File: config.mk
export PLATFORM = sky130hd
export DESIGN_NAME = scope_seq
export DESIGN_NICKNAME = d
export VERILOG_FILES = /design/src/rtl/scope_pkg.sv /design/src/rtl/holdoff_timer.sv /design/src/rtl/scope_seq.sv
export SDC_FILE = /design/constraint.sdc
export NUM_CORES = 1
export LEC_CHECK = 0
export BUFFER_PORTS_ARGS = -buffer_cell sky130_fd_sc_hd__buf_2
export CAP_MARGIN = 20
export CORE_ASPECT_RATIO = 1.4
export CORE_MARGIN = 2
export CORE_UTILIZATION = 23
export CTS_CLUSTER_DIAMETER = 30
export DETAILED_ROUTE_END_ITERATION = 10
export SLEW_MARGIN = 20
export SYNTH_ARGS = -nofsm -noshare
export SYNTH_HDL_FRONTEND = slang
export SYNTH_SLANG_ARGS = --single-unit
File: constraint.sdc
create_clock -name clk -period 3.7 [get_ports clk]
set_clock_uncertainty 0.1 [all_clocks]
set_input_delay 0 -clock clk [delete_from_list [all_inputs] [get_ports clk]]
set_output_delay 0 -clock clk [all_outputs]
set_load 0.01 [all_outputs]
File: src/rtl/scope_pkg.sv
// Shared state encoding and default geometry for the scope capture sequencer.
package scope_pkg;

  localparam int SCOPE_DEPTH   = 640;
  localparam int SCOPE_AW      = 10;
  localparam int SCOPE_HOLDOFF = 1000;

  typedef enum logic [1:0] {
    IDLE    = 2'd0,
    ARMED   = 2'd1,
    CAPTURE = 2'd2,
    SHOW    = 2'd3
  } scope_state_t;

  function automatic logic is_busy(input scope_state_t s);
    return (s == ARMED) || (s == CAPTURE);
  endfunction

endpackage

File: src/rtl/holdoff_timer.sv
// Counts enabled cycles from 0; done is high on the cycle the count reaches HOLDOFF-1.
module holdoff_timer #(
  parameter int HOLDOFF = 1000
) (
  input  logic clk,
  input  logic rst,
  input  logic clr,
  input  logic en,
  output logic done
);

  localparam int CW = $clog2(HOLDOFF + 1);

  logic [CW-1:0] r_cnt;

  assign done = en && !clr && (r_cnt == CW'(HOLDOFF - 1));

  always_ff @(posedge clk or posedge rst) begin
    if (rst) begin
      r_cnt <= '0;
    end else if (clr || done) begin
      r_cnt <= '0;
    end else if (en) begin
      r_cnt <= r_cnt + 1'b1;
    end
  end

endmodule

File: src/rtl/scope_seq.sv
// Arm/trigger/capture/show sequencer and RAM address arbiter for the sample RAM.
// Optional circular pre-trigger capture is enabled by defining SCOPE_PRETRIG_EN.
module scope_seq
  import scope_pkg::*;
#(
  parameter int DEPTH       = SCOPE_DEPTH,
  parameter int AW          = SCOPE_AW,
`ifdef SCOPE_PRETRIG_EN
  parameter int PRE_SAMPLES = 64,
`endif
  parameter int HOLDOFF     = SCOPE_HOLDOFF
) (
  input  logic          clk,
  input  logic          rst,
  input  logic          arm,
  input  logic          single,
  input  logic          trig,
  input  logic          smp_valid,
  input  logic          rd_req,
  input  logic [AW-1:0] rd_adr,
  output logic [AW-1:0] ram_adr,
  output logic          ram_wren,
  output logic          rd_gnt,
  output logic          rst_trig,
  output logic          cap_done,
  output logic          busy,
  output logic [AW-1:0] trig_adr
);

  scope_state_t  r_state, w_state_next;
  logic [AW-1:0] r_wr_cnt, w_wr_cnt_next, w_wr_inc;
  logic          r_rst_trig, r_cap_done;
  logic          w_hold_clr, w_hold_en, w_hold_done;
  logic          w_writer_owns, w_trig_ok, w_wr_last;

  assign w_wr_inc = (r_wr_cnt == AW'(DEPTH - 1)) ? '0 : r_wr_cnt + 1'b1;

`ifdef SCOPE_PRETRIG_EN
  localparam int FW = $clog2(PRE_SAMPLES + 1);

  logic [FW-1:0] r_fill;
  logic [AW-1:0] r_rem, r_trig_adr;

  // ARMED already streams samples into the ring, so the writer owns the bus there too.
  assign w_writer_owns = (r_state == ARMED) || (r_state == CAPTURE);
  assign w_trig_ok     = trig && (r_fill == FW'(PRE_SAMPLES));
  assign w_wr_last     = (r_rem == AW'(1));
  assign trig_adr      = r_trig_adr;

  always_ff @(posedge clk or posedge rst) begin
    if (rst) begin
      r_fill     <= '0;
      r_rem      <= '0;
      r_trig_adr <= '0;
    end else begin
      if (r_state != ARMED) begin
        r_fill <= '0;
      end else if (smp_valid && (r_fill != FW'(PRE_SAMPLES))) begin
        r_fill <= r_fill + 1'b1;
      end

      if ((r_state == ARMED) && w_trig_ok) begin
        r_trig_adr <= r_wr_cnt;
        r_rem      <= AW'(DEPTH - PRE_SAMPLES);
      end else if ((r_state == CAPTURE) && smp_valid) begin
        r_rem <= r_rem - 1'b1;
      end
    end
  end
`else
  assign w_writer_owns = (r_state == CAPTURE);
  assign w_trig_ok     = trig;
  assign w_wr_last     = (r_wr_cnt == AW'(DEPTH - 1));
  assign trig_adr      = '0;
`endif

  always_comb begin
    w_state_next = r_state;
    unique case (r_state)
      IDLE:    if (arm)                      w_state_next = ARMED;
      ARMED:   if (w_trig_ok)                w_state_next = CAPTURE;
      CAPTURE: if (smp_valid && w_wr_last)   w_state_next = SHOW;
      SHOW:    if (arm || w_hold_done)       w_state_next = ARMED;
      default:                               w_state_next = IDLE;
    endcase
  end

  always_comb begin
    w_wr_cnt_next = r_wr_cnt;
    if ((w_state_next == ARMED) && (r_state != ARMED)) begin
      w_wr_cnt_next = '0;
    end else if (r_state == ARMED) begin
`ifdef SCOPE_PRETRIG_EN
      if (smp_valid) w_wr_cnt_next = w_wr_inc;
`else
      if (w_trig_ok) w_wr_cnt_next = '0;
`endif
    end else if ((r_state == CAPTURE) && smp_valid) begin
      w_wr_cnt_next = w_wr_last ? '0 : w_wr_inc;
    end
  end

  always_ff @(posedge clk or posedge rst) begin
    if (rst) begin
      r_state    <= IDLE;
      r_wr_cnt   <= '0;
      r_rst_trig <= 1'b0;
      r_cap_done <= 1'b0;
    end else begin
      r_state    <= w_state_next;
      r_wr_cnt   <= w_wr_cnt_next;
      r_rst_trig <= (w_state_next == ARMED) && (r_state != ARMED);
      r_cap_done <= (r_state == CAPTURE) && (w_state_next == SHOW);
    end
  end

  assign w_hold_en  = (r_state == SHOW) && !single;
  assign w_hold_clr = (r_state != SHOW) || arm;

  holdoff_timer #(
    .HOLDOFF(HOLDOFF)
  ) u_holdoff (
    .clk (clk),
    .rst (rst),
    .clr (w_hold_clr),
    .en  (w_hold_en),
    .done(w_hold_done)
  );

  // Address and grant are gated by rst so every output reads zero during reset.
  assign ram_wren = w_writer_owns && smp_valid;
  assign ram_adr  = rst ? '0 : (w_writer_owns ? r_wr_cnt : rd_adr);
  assign rd_gnt   = !rst && !w_writer_owns && rd_req;
  assign busy     = is_busy(r_state);
  assign rst_trig = r_rst_trig;
  assign cap_done = r_cap_done;

endmodule

==> out/summary.txt <==
status -> completed
Fill cells -> 788
initial antenna violation count -> 0
crit path max-delay cell type -> ha_1
main combinational cell family by area after synthesis -> simple AND/OR/NAND/NOR gates
post-synthesis simple-gate area fraction -> 23.3%
Slew HR -> 35.9%
Seq pwr share -> 31.2%
layout cells sized above 1 -> 19.7%
row count -> 37
Worst Path Class, Setup -> flip-flop to flip-flop
via count -> 1441
Layout Utilization -> 27.5%
Gate power share -> 45.3%
worst-case clock buffer depth -> 2
setup TNS -> 0 ns
predominant post-synthesis flop cell -> dfrtp_1
Hold Violations, Final -> 0
Resize count post-CTS -> 0
Setup crit start -> r_state[0]$_DFF_PP0_
core area -> 7270 µm²
register area share after synthesis -> 35.2%
Avg Cell Area, Syn -> 9.08 µm²
Post-DRT Antenna Nets -> 0
layout net count -> 243
switching share of power -> 40.3%
First-pass DRT Iterations -> 4
HP Class -> input pin to flip-flop
height of the die -> 106 µm
drt drc -> 0
Hold Path Depth -> 3
gpl congestion -> 0.759
Sink Count -> 24
gr usage total -> 10.2%
power density cells -> 514 nW/µm²
Slew Viols, Final -> 0
residual overflow from global routing -> 0
Port-buffer cells -> 31
diode count -> 0
CP endpoint kind -> flip-flop
hpwl dp -> 2.94 mm
Switch Pwr -> 0.414 mW
# H-tree levels -> 1
CTS root buffer -> clkbuf_8
DP Cell Count -> 309
count of cell types in the netlist -> 49
CTS tree -> done
Final setup viols -> 0
WP data required -> 3.74 ns
CP Launch Type -> flip-flop
Die Area -> 8140 µm²
post-route insts no fill -> 315
Cell Chain, Critical Path -> inv_1 -> ha_1 -> and3b_1 -> nor2_1 -> o41ai_1 -> a22oi_1
CP peak stage delay -> 0.74 ns
CTS buffer count -> 3
global-route wire length before repair -> 6.82 mm
Post-synth EDFFs -> 0
XOR/XNOR share of the synthesized area -> 5.13%
FFs w/ async S/R, synth -> 100%
Synth Area in Compound Gates -> 16.0%
Crit Path Max Fanout -> 19
die boundary width -> 76.8 µm
total I/O pin count -> 42
vias in the first global route -> 1429
Min-Delay Startpoint -> single
Clk pin slew, worst setup/hold paths -> 0.09 ns
Post-Syn Area -> 1710 µm²
max-cap check violation count -> 0
Post-Synth Adder-Cell Area -> 5.13%
FF-to-FF Start -> r_state[0]$_DFF_PP0_
cells on worst reg2reg path -> 6
clk_lat worst skew -> 0.27 ns
DR vias/cell -> 4.57
synthesis-to-layout area growth -> 17.0%
Post-Synthesis Cells -> 188
CTS Hold Bufs -> 2
Synth warnings -> 0
fmax -> 396 MHz
multiplexer share of the synthesized area -> 7.69%
VDD IR max -> 0.000166 V
Synth Register Bits -> 24
Starting Density -> 23.5%
routed len/inst -> 12.6 µm
part of the cycle the worst path needs -> 68.3%
DRT iter0 DRCs -> 87
Placed Area -> 1910 µm²
pin count of the biggest net entering global routing -> 25
Int Pwr -> 0.614 mW
min cycle time layout -> 2.53 ns
Routed WL -> 3.97 mm
Setup Fix Bufs, Post-CTS -> 0
clock share of power -> 23.5%
Slew @ Worst Pin -> 0.961 ns
leakage -> 0.888 nW
critical path arrival -> 2.57 ns
cell area after layout -> 2000 µm²
RSZ-0062 raised after global routing -> no
==> cell usage after synthesis, drive strengths merged (2+ instances only) <==
| library cell | count | area [µm²] |
|---|---|---|
| nor2b | 2 | 12.5 |
| o2111ai | 2 | 17.5 |
| ha | 7 | 87.6 |
| a21oi | 7 | 35.0 |
| nand4 | 4 | 25.0 |
| clkbuf | 2 | 7.51 |
| a211oi | 4 | 35.0 |
| nand2b | 2 | 12.5 |
| dfrtp | 24 | 601 |
| xnor2 | 5 | 43.8 |
| nand2 | 14 | 52.6 |
| nor3 | 4 | 20.0 |
| nor2 | 24 | 90.1 |
| and2 | 3 | 18.8 |
| or3 | 4 | 26.3 |
| o31ai | 2 | 20.0 |
| inv | 4 | 15.0 |
| buf | 14 | 104 |
| a22oi | 5 | 37.5 |
| a31oi | 2 | 12.5 |
| nand3 | 7 | 35.0 |
| o21ai | 5 | 25.0 |
| mux2i | 12 | 120 |
| nor3b | 2 | 15.0 |
| nand3b | 2 | 15.0 |
| and3b | 3 | 26.3 |
| xor2 | 5 | 43.8 |
| and3 | 3 | 18.8 |
==> cell usage in the layout, fill, tap and decap left out, types with 7 or more instances in the layout <==
cell type,instances
nor2_1,24
nand2_1,14
dfrtp_1,24
nand3_1,7
ha_1,7
a21oi_1,7
mux2i_1,12
conb_1,10
buf_2,31
==> stage by stage <==
step                total power, mW  setup slack, ns  hold slack [ns]
global placement              0.785             1.33            0.231
detailed placement            0.793             1.20            0.226
floorplan                     0.679             1.86          -0.0525
global route                   1.10             1.03           0.0367
CTS                            1.04             1.19           0.0201
finish                         1.03             1.17           0.0189
==> cell type report <==
cell class | count | area [µm²] | area share (%)
inverter | 4 | 15.0 | 0.751
sequential | 24 | 601 | 30.1
clock inverter | 1 | 30.0 | 1.50
multi-input combinational | 153 | 1010 | 50.8
tap | 97 | 121 | 6.07
timing repair buffer | 33 | 175 | 8.77
clock buffer | 3 | 41.3 | 2.07
==> power groups by stage <==
stage	logic [mW]	registers, mW	clock network (mW)
after global placement	0.461	0.324	0
after floorplan	0.359	0.320	0
after CTS	0.472	0.321	0.244
final	0.466	0.321	0.242
after global routing	0.523	0.325	0.252
after detailed placement	0.466	0.327	0
==> kinds of logic (layout without fill, tap and decap cells) <==
kind of cell             after synthesis  count (layout)
AO/OA/AOI/OAI                         35              35
other                                  1              10
XOR/XNOR                              10              10
AND/OR/NAND/NOR                       78              78
multiplexers                          13              13
adder cells (fa/ha/maj)                7               7
buffers and inverters                 20              41
flip-flops                            24              24
==> flip-flops by register name, indices dropped and copies added (netlist names) <==
name and cells:
r_wr_cnt 10, cap_done 1, u_holdoff.r_cnt 10, rst_trig 1
r_state 2
==> metal layers <==
metal	share of wire [%]	track usage [%]	vias to the layer above	routed length, µm
met1	42	12.3	670	1650
met4	1.1	2.73	0	44
met2	52	18.5	48	2070
met3	5.2	1.70	5	205
met5	0	0	-	0
li1	-	-	718	-
==> critical path: cells and delay by family (launching register included) <==
family | cells | cell delay (ns)
adders and majority gates | 1 | 0.74
and+or+nand+nor | 2 | 0.53
AOI/OAI and AO/OA | 2 | 0.47
DFF | 1 | 0.44
buffers and inverters | 1 | 0.12
==> path summary, 6_finish.rpt <==
| path | endpoint | slack (ns) |
|---|---|---|
| max in group asynchronous | u_holdoff.r_cnt[3]$_DFFE_PP0P_ | 2.42 |
| worst min register to register | u_holdoff.r_cnt[9]$_DFFE_PP0P_ | 0.45 |
| worst max-delay path | r_wr_cnt[7]$_DFFE_PP0P_ | 1.17 |
| worst max register to register | r_wr_cnt[7]$_DFFE_PP0P_ | 1.17 |
| worst min-delay path | u_holdoff.r_cnt[0]$_DFFE_PP0P_ | 0.02 |
| min in group asynchronous | r_wr_cnt[0]$_DFFE_PP0P_ | 0.50 |
Note: power is estimated with default switching activity, not from simulation.
